`config.mk`:
```
export PLATFORM = sky130hd
export DESIGN_NAME = fifo_stream_reader
export DESIGN_NICKNAME = d
export VERILOG_FILES = /design/src/rtl/fifo_stream_reader.sv
export SDC_FILE = /design/constraint.sdc
export NUM_CORES = 1
export LEC_CHECK = 0
export BUFFER_PORTS_ARGS = -buffer_cell sky130_fd_sc_hd__buf_2
export CELL_PAD_IN_SITES_DETAIL_PLACEMENT = 0
export CELL_PAD_IN_SITES_GLOBAL_PLACEMENT = 2
export CORE_MARGIN = 4
export CORE_UTILIZATION = 30
export CTS_CLUSTER_DIAMETER = 100
export DETAILED_ROUTE_END_ITERATION = 12
export PLACE_DENSITY = 0.78
export SETUP_SLACK_MARGIN = 0.3
export SYNTH_ARGS = -nofsm -noshare
export SYNTH_HDL_FRONTEND = slang
export SYNTH_SLANG_ARGS = --single-unit
```
`constraint.sdc`:
```
create_clock -name clk -period 2.2 [get_ports clk]
set_input_delay 0.22 -clock clk [delete_from_list [all_inputs] [get_ports clk]]
set_output_delay 0.22 -clock clk [all_outputs]
set_load 0.1 [all_outputs]
```
`src/rtl/fifo_stream_reader.sv`:
```
// Drains a 1-cycle-latency synchronous FIFO into a valid/ready stream, framed into PKT_LEN-beat packets.
// A 2-entry skid buffer absorbs the read latency so the stream can run at 1 beat/cycle.
module fifo_stream_reader #(
  parameter int DATA_WIDTH = 8,
  parameter int PKT_LEN    = 4,
  parameter int CNT_WIDTH  = 16
) (
  input  logic                  clk,
  input  logic                  rst_n,
  input  logic                  fifo_empty,
  output logic                  fifo_rd_en,
  input  logic [DATA_WIDTH-1:0] fifo_dout,
  output logic                  m_valid,
  input  logic                  m_ready,
  output logic [DATA_WIDTH-1:0] m_data,
  output logic                  m_last,
  output logic [CNT_WIDTH-1:0]  pkt_cnt
);

  localparam logic [7:0] LAST_BEAT = 8'(PKT_LEN - 1);

  logic [1:0]            occ_q, occ_d;
  logic                  rd_pend_q;
  logic [DATA_WIDTH-1:0] head_q, head_d;
  logic [DATA_WIDTH-1:0] tail_q, tail_d;
  logic [7:0]            beat_cnt_q, beat_cnt_d;
  logic [CNT_WIDTH-1:0]  pkt_cnt_q, pkt_cnt_d;

  logic       pop;
  logic [1:0] credit;

  // Credit covers both buffered words and the word still in flight from the FIFO.
  assign credit     = occ_q + {1'b0, rd_pend_q};
  assign pop        = m_valid & m_ready;
  assign fifo_rd_en = !fifo_empty & ((credit < 2'd2) | ((credit == 2'd2) & pop));

  assign m_valid = (occ_q != 2'd0);
  assign m_data  = head_q;
  assign m_last  = m_valid & (beat_cnt_q == LAST_BEAT);
  assign pkt_cnt = pkt_cnt_q;

  always_comb begin
    head_d = head_q;
    tail_d = tail_q;
    occ_d  = occ_q;
    case ({rd_pend_q, pop})
      2'b10: begin
        if (occ_q == 2'd0) head_d = fifo_dout;
        else               tail_d = fifo_dout;
        occ_d = occ_q + 2'd1;
      end
      2'b01: begin
        if (occ_q == 2'd2) head_d = tail_q;
        occ_d = occ_q - 2'd1;
      end
      2'b11: begin
        // Simultaneous capture and pop: occupancy holds, arrival goes behind any remaining word.
        if (occ_q == 2'd2) begin
          head_d = tail_q;
          tail_d = fifo_dout;
        end else begin
          head_d = fifo_dout;
        end
      end
      default: ;
    endcase
  end

  always_comb begin
    beat_cnt_d = beat_cnt_q;
    pkt_cnt_d  = pkt_cnt_q;
    if (pop) begin
      beat_cnt_d = (beat_cnt_q == LAST_BEAT) ? 8'd0 : beat_cnt_q + 8'd1;
      if (m_last) pkt_cnt_d = pkt_cnt_q + 1'b1;
    end
  end

  always_ff @(posedge clk or negedge rst_n) begin
    if (!rst_n) begin
      occ_q      <= 2'd0;
      rd_pend_q  <= 1'b0;
      head_q     <= '0;
      tail_q     <= '0;
      beat_cnt_q <= 8'd0;
      pkt_cnt_q  <= '0;
    end else begin
      occ_q      <= occ_d;
      rd_pend_q  <= fifo_rd_en;
      head_q     <= head_d;
      tail_q     <= tail_d;
      beat_cnt_q <= beat_cnt_d;
      pkt_cnt_q  <= pkt_cnt_d;
    end
  end

endmodule
```
==> results of run 1 <==
## final cells by class
| type | instances | share of cell area [%] |
|---|---|---|
| Sequential cell | 43 | 38.0 |
| Inverter | 5 | 0.833 |
| Clock buffer | 6 | 2.54 |
| Multi-Input combinational cell | 123 | 39.6 |
| Clock inverter | 2 | 0.439 |
| Tap cell | 77 | 3.38 |
| Timing Repair Buffer | 60 | 15.1 |
## state kept, by name, summed over array words and instances, names as in the netlist
signal and cells:
pkt_cnt 16, beat_cnt_q 8, m_data 8, tail_q 8, occ_q 2, rd_pend_q 1
## cell families (layout without fill, tap and decap cells)
kind of cell	after synthesis	after routing
simple gates	59	59
flops	43	43
xor+xnor	25	25
mux	18	18
compound gates	14	14
buf+inv	8	73
fa+ha+maj	7	7
## routing by layer
layer	track usage, %	up-vias
met5	0	-
met4	3.39	0
met3	3.67	5
met2	17.9	30
met1	16.7	750
li1	-	738
## cells in the mapped netlist (2+ instances only)
cell | count | area [µm²]
mux2_2 | 17 | 191
xor2_1 | 20 | 175
a22o_1 | 8 | 70.1
buf_4 | 2 | 15.0
nor3_1 | 5 | 25.0
dfrtp_1 | 43 | 1080
and3_1 | 4 | 25.0
nand3_1 | 10 | 50.1
nand4_1 | 2 | 12.5
nor4_1 | 6 | 37.5
xnor2_1 | 5 | 43.8
inv_1 | 5 | 18.8
nand2_1 | 11 | 41.3
nor2_1 | 14 | 52.6
ha_1 | 7 | 87.6
## power by group through the flow
stage	sequential [W]	clock, W	combinational [W]
floorplan	0.00196	0	0.00120
global placement	0.00128	0	0.00224
detailed placement	0.00128	0	0.00226
CTS	0.00127	0.000517	0.00240
global route	0.00132	0.000555	0.00292
finish	0.00128	0.000490	0.00274
## final timing paths
kind / end / slack [ps] / cells past startpoint
worst min-delay path: tail_q[5]$_DFFE_PN0P_ / 170 / 2
worst min register to register: pkt_cnt[15]$_DFFE_PN0P_ / 460 / 1
worst max-delay path: m_last / 340 / 5
worst max register to register: m_data[6]$_DFFE_PN0P_ / 370 / 9
max in group asynchronous: beat_cnt_q[1]$_DFFE_PN0P_ / 1250 / 3
min in group asynchronous: m_data[1]$_DFFE_PN0P_ / 440 / 2
## stage by stage
stage / instance area (µm²) / total power, W / cells / worst slack (ps)
after floorplan: 2170 / 0.00317 / 174 / 227
after global placement: 2470 / 0.00352 / 291 / 265
after detailed placement: 2470 / 0.00354 / 291 / 211
after CTS: 2640 / 0.00419 / 304 / 213
after global routing: 2850 / 0.00480 / 316 / 212
final: 2850 / 0.00451 / 316 / 337
## cells in the final DEF, fill, tap and decap left out, drive strengths merged, types with 7 or more instances in the layout
cell type | netlist | layout
nor2 | 15 | 15
ha | 7 | 7
buf | 2 | 59
nor4 | 8 | 8
nand2 | 12 | 12
a22o | 8 | 8
mux2 | 17 | 17
xor2 | 20 | 20
dfrtp | 43 | 43
nand3 | 10 | 10
## timing repair
item,CTS,global route
hold buffers,1,0
pin swaps,1,8
endpoints found under the setup margin,12,19
gates cloned,0,0
gates resized for setup,11,22
hold endpoints to repair,20,0
buffers inserted,4,12
## worst max-delay path, stage by stage, from the launching register on
cell and delay [ps]:
dfrtp_1 380, ha_1 220, nor3b_4 260, nand2_2 160, nor2_4 150, buf_12 180
==> summary.md, run 1 <==
| Metric | Value |
|---|---|
| Status | `finished clean` |
| Comb pwr share | `about three fifths` |
| Worst min path class | `in2reg` |
| Fin crit period | `about 1900 ps` |
| FILL cells | `approximately 600` |
| Syn_nets | `approximately 190` |
| Number of global-route vias before repair | `approximately 1.5k` |
| GPL Wtd Cong | `between 0.7 and 0.8` |
| Switching Fraction | `47.8%` |
| Clock power share | `10.9%` |
| Synth warn | `0` |
| Total clock buffers created by CTS | `5` |
| Maxcap violations | `0` |
| DPL Wire Length | `around 3200 µm` |
| Area of the multi-input gates | `between 1000 and 1500 µm²` |
| Largest family of logic cells by synthesized area | `simple AND/OR/NAND/NOR gates` |
| Setup TNS | `0 ps` |
| # setup viols final | `0` |
| Complex-gate fraction of the synthesized area | `under 10%` |
| VDD IR-drop max | `0.000732 V` |
| Crit-path max FO | `6` |
| CORE AREA | `6490 µm²` |
| First drt pass iteration count | `4` |
| Post-Route M1 WL | `2260 µm` |
| Initial Util | `31.7%` |
| Distinct cell type count of the synthesized netlist | `30` |
| Fmax | `around 540 MHz` |
| EDFF count, synth | `0` |
| NetSw | `around 0.0022 W` |
| Post-synthesis adder-cell area fraction | `under 10%` |
| NumNets Final | `about 260` |
| Setup Crit Path Kind | `reg2out` |
| Hold path start | `fifo_dout[5]` |
| Clock Path Buffers | `2` |
| RR Startpoint | `occ_q[0]$_DFFE_PN0P_` |
| Final WL | `4680 µm` |
| Post-synthesis mux area share | `under 10%` |
| Clk_skew | `approximately 5.3 ps` |
| Synth Area in XOR/XNOR | `approximately a tenth` |
| Starting DRC count in detailed routing | `about 50` |
| DR vias/cell | `4.82` |
| Static Leak | `1.42 nW` |
| Grt ovf | `0` |
| Final hold vios | `0` |
| Met2 WL post-DR | `about 2200 µm` |
| Register area | `1080 µm²` |
| Max_slew headroom | `64.8%` |
| Clk_lat worst skew | `290 ps` |
| DIE HEIGHT | `90.9 µm` |
| CP startpoint kind | `register` |
| Internal Power | `roughly 0.0024 W` |
| Final period util | `a little over four fifths` |
| Max-slew violation count | `0` |
| # clock sinks | `between 40 and 50` |
| Die ar. | `between 8000 and 9000 µm²` |
| Root buffer cell | `clkbuf_8` |
| Pin count of the biggest net entering global routing | `24` |
| Gate Count Post-Synth | `174` |
| DRT antenna net count | `0` |
| Crit end category | `output port` |
| I/O pin count | `39` |
| Clock slew at reported path FFs | `approximately 80 ps` |
| Routed wire per std cell | `14.8 µm` |
| Highest routed layer | `met4` |
| P&R area growth vs syn | `38.5%` |
| Cell Pwr Density | `1580 nW/µm²` |
| Seq/Total Area, Yosys | `roughly 52%` |
| Critical path origin | `beat_cnt_q[1]$_DFFE_PN0P_` |
| GRT Util Overall | `12.0%` |
| Proportion of layout cells with a drive suffix above 1 | `46.9%` |
| H-tree Lvls | `2` |
| Data arrival, critical path | `1640 ps` |
| RSZ-0062 raised after global routing | `yes` |
| Ant diodes | `0` |
| Row Count | `29` |
| Worst-Margin Slew | `between 500 and 600 ps` |
| Die Wd | `90.9 µm` |
| Final Util | `around 44%` |
| PortBufs | `38` |
| First-pass GRT wire length | `roughly 8000 µm` |
| Avg Cell Area, Syn | `11.8 µm²` |
| Synthesized flop and latch total | `43` |
| Top FF cell, synth | `dfrtp_1` |
| Vias post-DR | `roughly 1.5k` |
| Netlist Area Pre-Place | `2060 µm²` |
| Post-Synth Simple-Gate Area | `15.6%` |
| TritonCTS clock tree | `done` |
| Sequential group share of total power | `28.4%` |
| FFs w/ async S/R, synth | `100%` |
| Initial antenna violation count | `0` |
| Hold slack | `between 150 and 200 ps` |
| DR DRC count | `0` |
| Crit path required time | `about 2000 ps` |
| DR WL met3 | `just over 200 µm` |
(Power assumes the default switching activity.)
==> inputs of run 2 (changes only) <==
Settings changed: PLACE_DENSITY 0.78 to 0.76.
Clock period 2.2 ns to 1.9 ns, I/O delays scaled along.
==> summary.md, run 2 (synthesis gave the netlist of run 1 again) <==
| Metric | Value |
|---|---|
| Clk_lat worst skew | `300 ps (about the same)` |
| Vias post-DR | `1564 (+2.7%)` |
| Status | `finished clean` |
| Starting DRC count in detailed routing | `44 (-10%)` |
| Area of the multi-input gates | `1330 µm² (+18%)` |
| DRT antenna net count | `0 (unchanged)` |
| Routed wire per std cell | `15.5 µm (+4.3%)` |
| Die Wd | `90.9 µm (unchanged)` |
| Internal Power | `0.00301 W (+28%)` |
| TritonCTS clock tree | `done` |
| Crit end category | `register` |
| Sequential group share of total power | `26.4% (-2.0 points)` |
| Hold slack | `69.2 ps (-104 ps)` |
| GPL Wtd Cong | `0.702 (-9.5%)` |
| Final period util | `approximately 90%` |
| Root buffer cell | `clkbuf_8` |
| # clock sinks | `43 (unchanged)` |
| Die ar. | `8250 µm² (unchanged)` |
| Clock slew at reported path FFs | `80 ps (about the same)` |
| Maxcap violations | `0 (unchanged)` |
| PortBufs | `38 (unchanged)` |
| Crit-path max FO | `8 (+2)` |
| Most frequent cells in the layout | `35 x buf_2, 26 x dfrtp_1, 22 x buf_4, 20 x xor2_1, 16 x mux2_4` |
| Number of global-route vias before repair | `1619 (+5.6%)` |
| FILL cells | `582 (-5.2%)` |
| Row Count | `29 (unchanged)` |
| NetSw | `0.00263 W (+22%)` |
| Fin crit period | `1750 ps` |
| Clock Path Buffers | `2 (unchanged)` |
| Final Util | `49.4% (+5.5 points)` |
| Commonest non-fill, non-tap cell in the layout | `buf_2` |
| Ant diodes | `0 (unchanged)` |
| Initial Util | `31.7% (unchanged)` |
| Clk_skew | `7.42 ps (+2.14 ps)` |
| CP startpoint kind | `register` |
| Worst min path class | `in2reg` |
| Switching Fraction | `46.7% (-1.1 points)` |
| DR vias/cell | `4.80 (-0.46%)` |
| Data arrival, critical path | `1930 ps (+290 ps)` |
| Initial antenna violation count | `0 (unchanged)` |
| Worst-Margin Slew | `557 ps (+28.3 ps)` |
| DIE HEIGHT | `90.9 µm (unchanged)` |
| Max_slew headroom | `62.9% (-1.9 points)` |
| H-tree Lvls | `2 (unchanged)` |
| Clock power share | `12.7% (+1.8 points)` |
| GRT Util Overall | `12.3% (+0.36 points)` |
| Grt ovf | `0 (unchanged)` |
| Fmax | `around 570 MHz` |
| Register area | `1110 µm² (+2.5%)` |
| CORE AREA | `6490 µm² (unchanged)` |
| Final WL | `5040 µm (+7.6%)` |
| DR DRC count | `0 (unchanged)` |
| NumNets Final | `267 (+3.9%)` |
| First drt pass iteration count | `4 (unchanged)` |
| First-pass GRT wire length | `8180 µm (+3.8%)` |
| Pin count of the biggest net entering global routing | `44 (+83%)` |
| Final hold vios | `0 (unchanged)` |
| # setup viols final | `0 (unchanged)` |
| Comb pwr share | `60.9% (about the same)` |
| RSZ-0062 raised after global routing | `yes` |
| Max-slew violation count | `0 (unchanged)` |
| Setup Crit Path Kind | `reg2reg` |
| Proportion of layout cells with a drive suffix above 1 | `61.0% (+14 points)` |
| Total clock buffers created by CTS | `5 (unchanged)` |
| I/O pin count | `39 (unchanged)` |
| Crit path required time | `2080 ps (+100 ps)` |
| Max reg flops | `16 (unchanged)` |
| Cell Pwr Density | `1760 nW/µm² (+11%)` |
| Static Leak | `1.60 nW (+13%)` |
| DPL Wire Length | `3090 µm (-3.1%)` |
| P&R area growth vs syn | `55.7%` |
| VDD IR-drop max | `0.00101 V (+38%)` |
[run 2: power groups by stage]
| stage | clock network [W] | registers (W) | logic (W) |
|---|---|---|---|
| after detailed placement | 0 | 0.00149 | 0.00279 |
| after floorplan | 0 | 0.00229 | 0.00140 |
| after global placement | 0 | 0.00148 | 0.00277 |
| final | 0.000714 | 0.00149 | 0.00343 |
| after CTS | 0.000741 | 0.00149 | 0.00327 |
| after global routing | 0.000782 | 0.00154 | 0.00363 |
[run 2: area by class of cell]
class / count / area share (%)
Sequential cell: 43 / 34.7
Inverter: 5 / 0.663
Clock buffer: 5 / 2.15
Clock inverter: 3 / 1.37
Tap cell: 77 / 3.00
Multi-Input combinational cell: 123 / 41.6
Timing Repair Buffer: 70 / 16.6
[run 2: metal layers]
metal / share of wire [%] / global-route usage [%] / vias up
met5: 0 / 0 / -
met4: 1.6 / 4.52 / 0
met3: 5.0 / 3.42 / 9
met2: 48 / 18.7 / 42
met1: 45 / 16.7 / 758
li1: - / - / 755
[run 2: repair_timing]
item                                   CTS  global route
buffers inserted                        16             5
pin swaps                               19            13
gates resized for setup                 44            27
endpoints found under the hold margin   43             0
setup endpoints to repair               34            36
hold buffers                             1             0
[run 2: critical path: stages, from the launching register on]
cell and delay, ps:
dfrtp_1 410, o21ai_4 190, inv_4 70, ha_4 170
mux2i_1 130, a21oi_1 90, nor2_2 90, buf_6 170
mux2_4 310
[run 2: final timing paths]
check,start,endpoint,slack [ps],cells after the start
setup / recovery,occ_q[1]$_DFFE_PN0P_,m_data[6]$_DFFE_PN0P_,150,8
hold / removal,fifo_empty,rd_pend_q$_DFF_PN0_,70,2
setup reg to reg,occ_q[1]$_DFFE_PN0P_,m_data[6]$_DFFE_PN0P_,150,8
hold reg to reg,pkt_cnt[15]$_DFFE_PN0P_,pkt_cnt[15]$_DFFE_PN0P_,480,1
max in group asynchronous,rst_n,pkt_cnt[7]$_DFFE_PN0P_,970,3
min in group asynchronous,rst_n,tail_q[1]$_DFFE_PN0P_,500,3
[run 2: per-stage QoR]
step	total power, W	std cells	setup slack, ps	TNS (ps)	cell area (µm²)
2_1_floorplan	0.00369	174	-73.5	-825	2200
3_3_place_gp	0.00425	296	-5.38	-9.66	2570
3_5_place_dp	0.00428	296	-80.2	-427	2570
4_1_cts	0.00550	321	135	0	3030
5_1_grt	0.00595	326	67.3	0	3210
6_report	0.00564	326	150	0	3210
==> inputs of run 3 (changes only) <==
Settings changed: PLACE_DENSITY 0.76 to 0.78.
Clock period 1.9 ns to 1.61 ns, I/O delays scaled along.
==> summary.md, run 3 (synthesis gave the netlist of run 1 again) <==
| Metric | Value |
|---|---|
| Area of the multi-input gates | `1310 µm² (-1.9%)` |
| VDD IR-drop max | `0.000816 V (-19%)` |
| CORE AREA | `6490 µm² (unchanged)` |
| Worst min path class | `in2reg` |
| PortBufs | `38 (unchanged)` |
| DRT antenna net count | `0 (unchanged)` |
| Register area | `1120 µm² (+0.45%)` |
| Max-slew violation count | `0 (unchanged)` |
| Fin crit period | `1800 ps (+47.9 ps)` |
| Clk_lat worst skew | `300 ps (about the same)` |
| Max reg flops | `16 (unchanged)` |
| DR vias/cell | `4.78 (-0.29%)` |
| Switching Fraction | `46.6% (-0.062 points)` |
| Total clock buffers created by CTS | `5 (unchanged)` |
| Cell Pwr Density | `1990 nW/µm² (+13%)` |
| Pin count of the biggest net entering global routing | `28 (-36%)` |
| NetSw | `0.00307 W (+17%)` |
| CP Cell Sequence | `o21ai_4, inv_4, ha_4, mux2i_1, a21oi_1, nor2_2, buf_12, mux2_4` |
| Row Count | `29 (unchanged)` |
| Clock Path Buffers | `2 (unchanged)` |
| Crit-path slowest cell | `dfrtp_1` |
| # clock sinks | `43 (unchanged)` |
| GRT Util Overall | `12.5% (+0.21 points)` |
| Slowest cell delay on critical path | `420 ps (about the same)` |
| Final period util | `112% (+20 points)` |
| TritonCTS clock tree | `done` |
| Number of global-route vias before repair | `1653 (+2.1%)` |
| RSZ-0062 raised after global routing | `yes` |
| Crit-path max FO | `8 (unchanged)` |
| Setup Crit Path Kind | `reg2reg` |
| DR DRC count | `0 (unchanged)` |
| Setup TNS | `-3330 ps (-3330 ps)` |
| Static Leak | `1.62 nW (+1.4%)` |
| Crit path required time | `1800 ps (-280 ps)` |
| Root buffer cell | `clkbuf_8` |
| Clock power share | `10.3% (-2.4 points)` |
| Vias post-DR | `1593 (+1.9%)` |
| Die Wd | `90.9 µm (unchanged)` |
| CP startpoint kind | `register` |
| Final hold vios | `0 (unchanged)` |
| Post-Place Worst Slack | `-357 ps (-277 ps)` |
| Maxcap violations | `0 (unchanged)` |
| Grt ovf | `0 (unchanged)` |
| Die ar. | `8250 µm² (unchanged)` |
| Routed wire per std cell | `14.9 µm (-3.7%)` |
| H-tree Lvls | `2 (unchanged)` |
| Internal Power | `0.00352 W (+17%)` |
| Clock slew at reported path FFs | `80 ps (about the same)` |
| Comb pwr share | `62.9% (+2.0 points)` |
| Crit end category | `register` |
| Proportion of layout cells with a drive suffix above 1 | `60.9% (-0.11 points)` |
| Setup slack after layout | `-188 ps (-338 ps)` |
| Initial antenna violation count | `0 (unchanged)` |
| DPL Wire Length | `3330 µm (+7.8%)` |
| Fmax | `556 MHz (-2.7%)` |
| Clk_skew | `4.81 ps (-2.62 ps)` |
| Initial Util | `31.7% (unchanged)` |
| I/O pin count | `39 (unchanged)` |
| P&R area growth vs syn | `60.9%` |
| Worst-Margin Slew | `491 ps (-65.9 ps)` |
| DIE HEIGHT | `90.9 µm (unchanged)` |
| Data arrival, critical path | `1990 ps (+60 ps)` |
| FILL cells | `586 (+0.69%)` |
| Status | `complete, but fails checks` |
| Final WL | `4960 µm (-1.6%)` |
| GPL Wtd Cong | `0.775 (+10%)` |
| Slack of the worst reg-to-reg path | `-190 ps (-340 ps)` |
| Ant diodes | `0 (unchanged)` |
| Sequential group share of total power | `26.8% (+0.4 points)` |
| First-pass GRT wire length | `8330 µm (+1.8%)` |
| NumNets Final | `274 (+2.6%)` |
| First drt pass iteration count | `4 (unchanged)` |
| # setup viols final | `29 (+29)` |
| Most frequent cells in the layout | `29 x buf_4, 28 x dfrtp_1, 20 x buf_2, 19 x xor2_1` |
| Max_slew headroom | `67.5% (+4.6 points)` |
| Commonest non-fill, non-tap cell in the layout | `buf_4` |
| Violated checks | `negative setup slack` |
| Starting DRC count in detailed routing | `29 (-34%)` |
[run 3: cell count changes in the layout (fill, tap and decap cells not counted), sizes merged]
cell,before,now
clkbuf,5,8
bufinv,1,0
buf,69,74
clkinvlp,0,1
clkinv,2,1
[run 3: timing repair]
action,in CTS,in global routing
setup buffers,7,10
setup endpoints to repair,54,44
hold buffers,1,0
resized for setup,45,35
endpoints found under the hold margin,16,0
pin swaps,24,16
[run 3: critical path, delay by kind of cell, from the launching register on]
family / cells / cell delay, ps
flip-flops: 1 / 420
buffers and inverters: 2 / 220
AND/OR/NAND/NOR: 1 / 140
AO/OA/AOI/OAI: 2 / 310
adder cells (fa/ha/maj): 1 / 180
multiplexers: 2 / 420
[run 3: layout make-up]
class                      instances  share of cell area (%)
clock buffer                       6                    2.19
clock inverter                     2                   0.378
inverter                           5                   0.717
multi-input combinational        123                    39.4
sequential                        43                    33.7
tap                               77                    2.91
timing repair buffer              77                    20.6
[run 3: routing by layer]
layer | wire, µm | vias to the layer above | GRT usage, % | part of all wire [%]
li1 | - | 763 | - | -
met1 | 2330 | 795 | 17.0 | 47
met2 | 2350 | 28 | 19.3 | 47
met3 | 215 | 7 | 4.25 | 4.3
met4 | 60 | 0 | 3.02 | 1.2
met5 | 0 | - | 0 | 0
[run 3: path summary, 6_finish.rpt]
kind	cells after the start	startpoint	end
max	8	occ_q[0]$_DFFE_PN0P_	m_data[4]$_DFFE_PN0P_
min	2	fifo_empty	rd_pend_q$_DFF_PN0_
max reg2reg	8	occ_q[0]$_DFFE_PN0P_	m_data[4]$_DFFE_PN0P_
min reg2reg	1	pkt_cnt[15]$_DFFE_PN0P_	pkt_cnt[15]$_DFFE_PN0P_
max in group asynchronous	3	rst_n	pkt_cnt[6]$_DFFE_PN0P_
min in group asynchronous	2	rst_n	tail_q[5]$_DFFE_PN0P_
[run 3: through the flow]
stage / instance area [µm²] / hold slack, ps / instances / util, % / power [W]
floorplan: 2300 / -135 / 174 / - / 0.00441
detailed placement: 2770 / 123 / 307 / 42.7 / 0.00530
CTS: 3100 / 39.8 / 323 / 47.7 / 0.00634
finish: 3310 / 46.3 / 333 / 51.0 / 0.00658
global placement: 2770 / 123 / 307 / 42.7 / 0.00526
global route: 3310 / 45.9 / 333 / 51.0 / 0.00696
[run 3: power by group through the flow]
stage | logic [W] | registers (W) | clock network (W)
after floorplan | 0.00168 | 0.00273 | 0
after global routing | 0.00439 | 0.00182 | 0.000747
final | 0.00414 | 0.00176 | 0.000679
after global placement | 0.00350 | 0.00176 | 0
after detailed placement | 0.00352 | 0.00178 | 0
after CTS | 0.00388 | 0.00176 | 0.000700
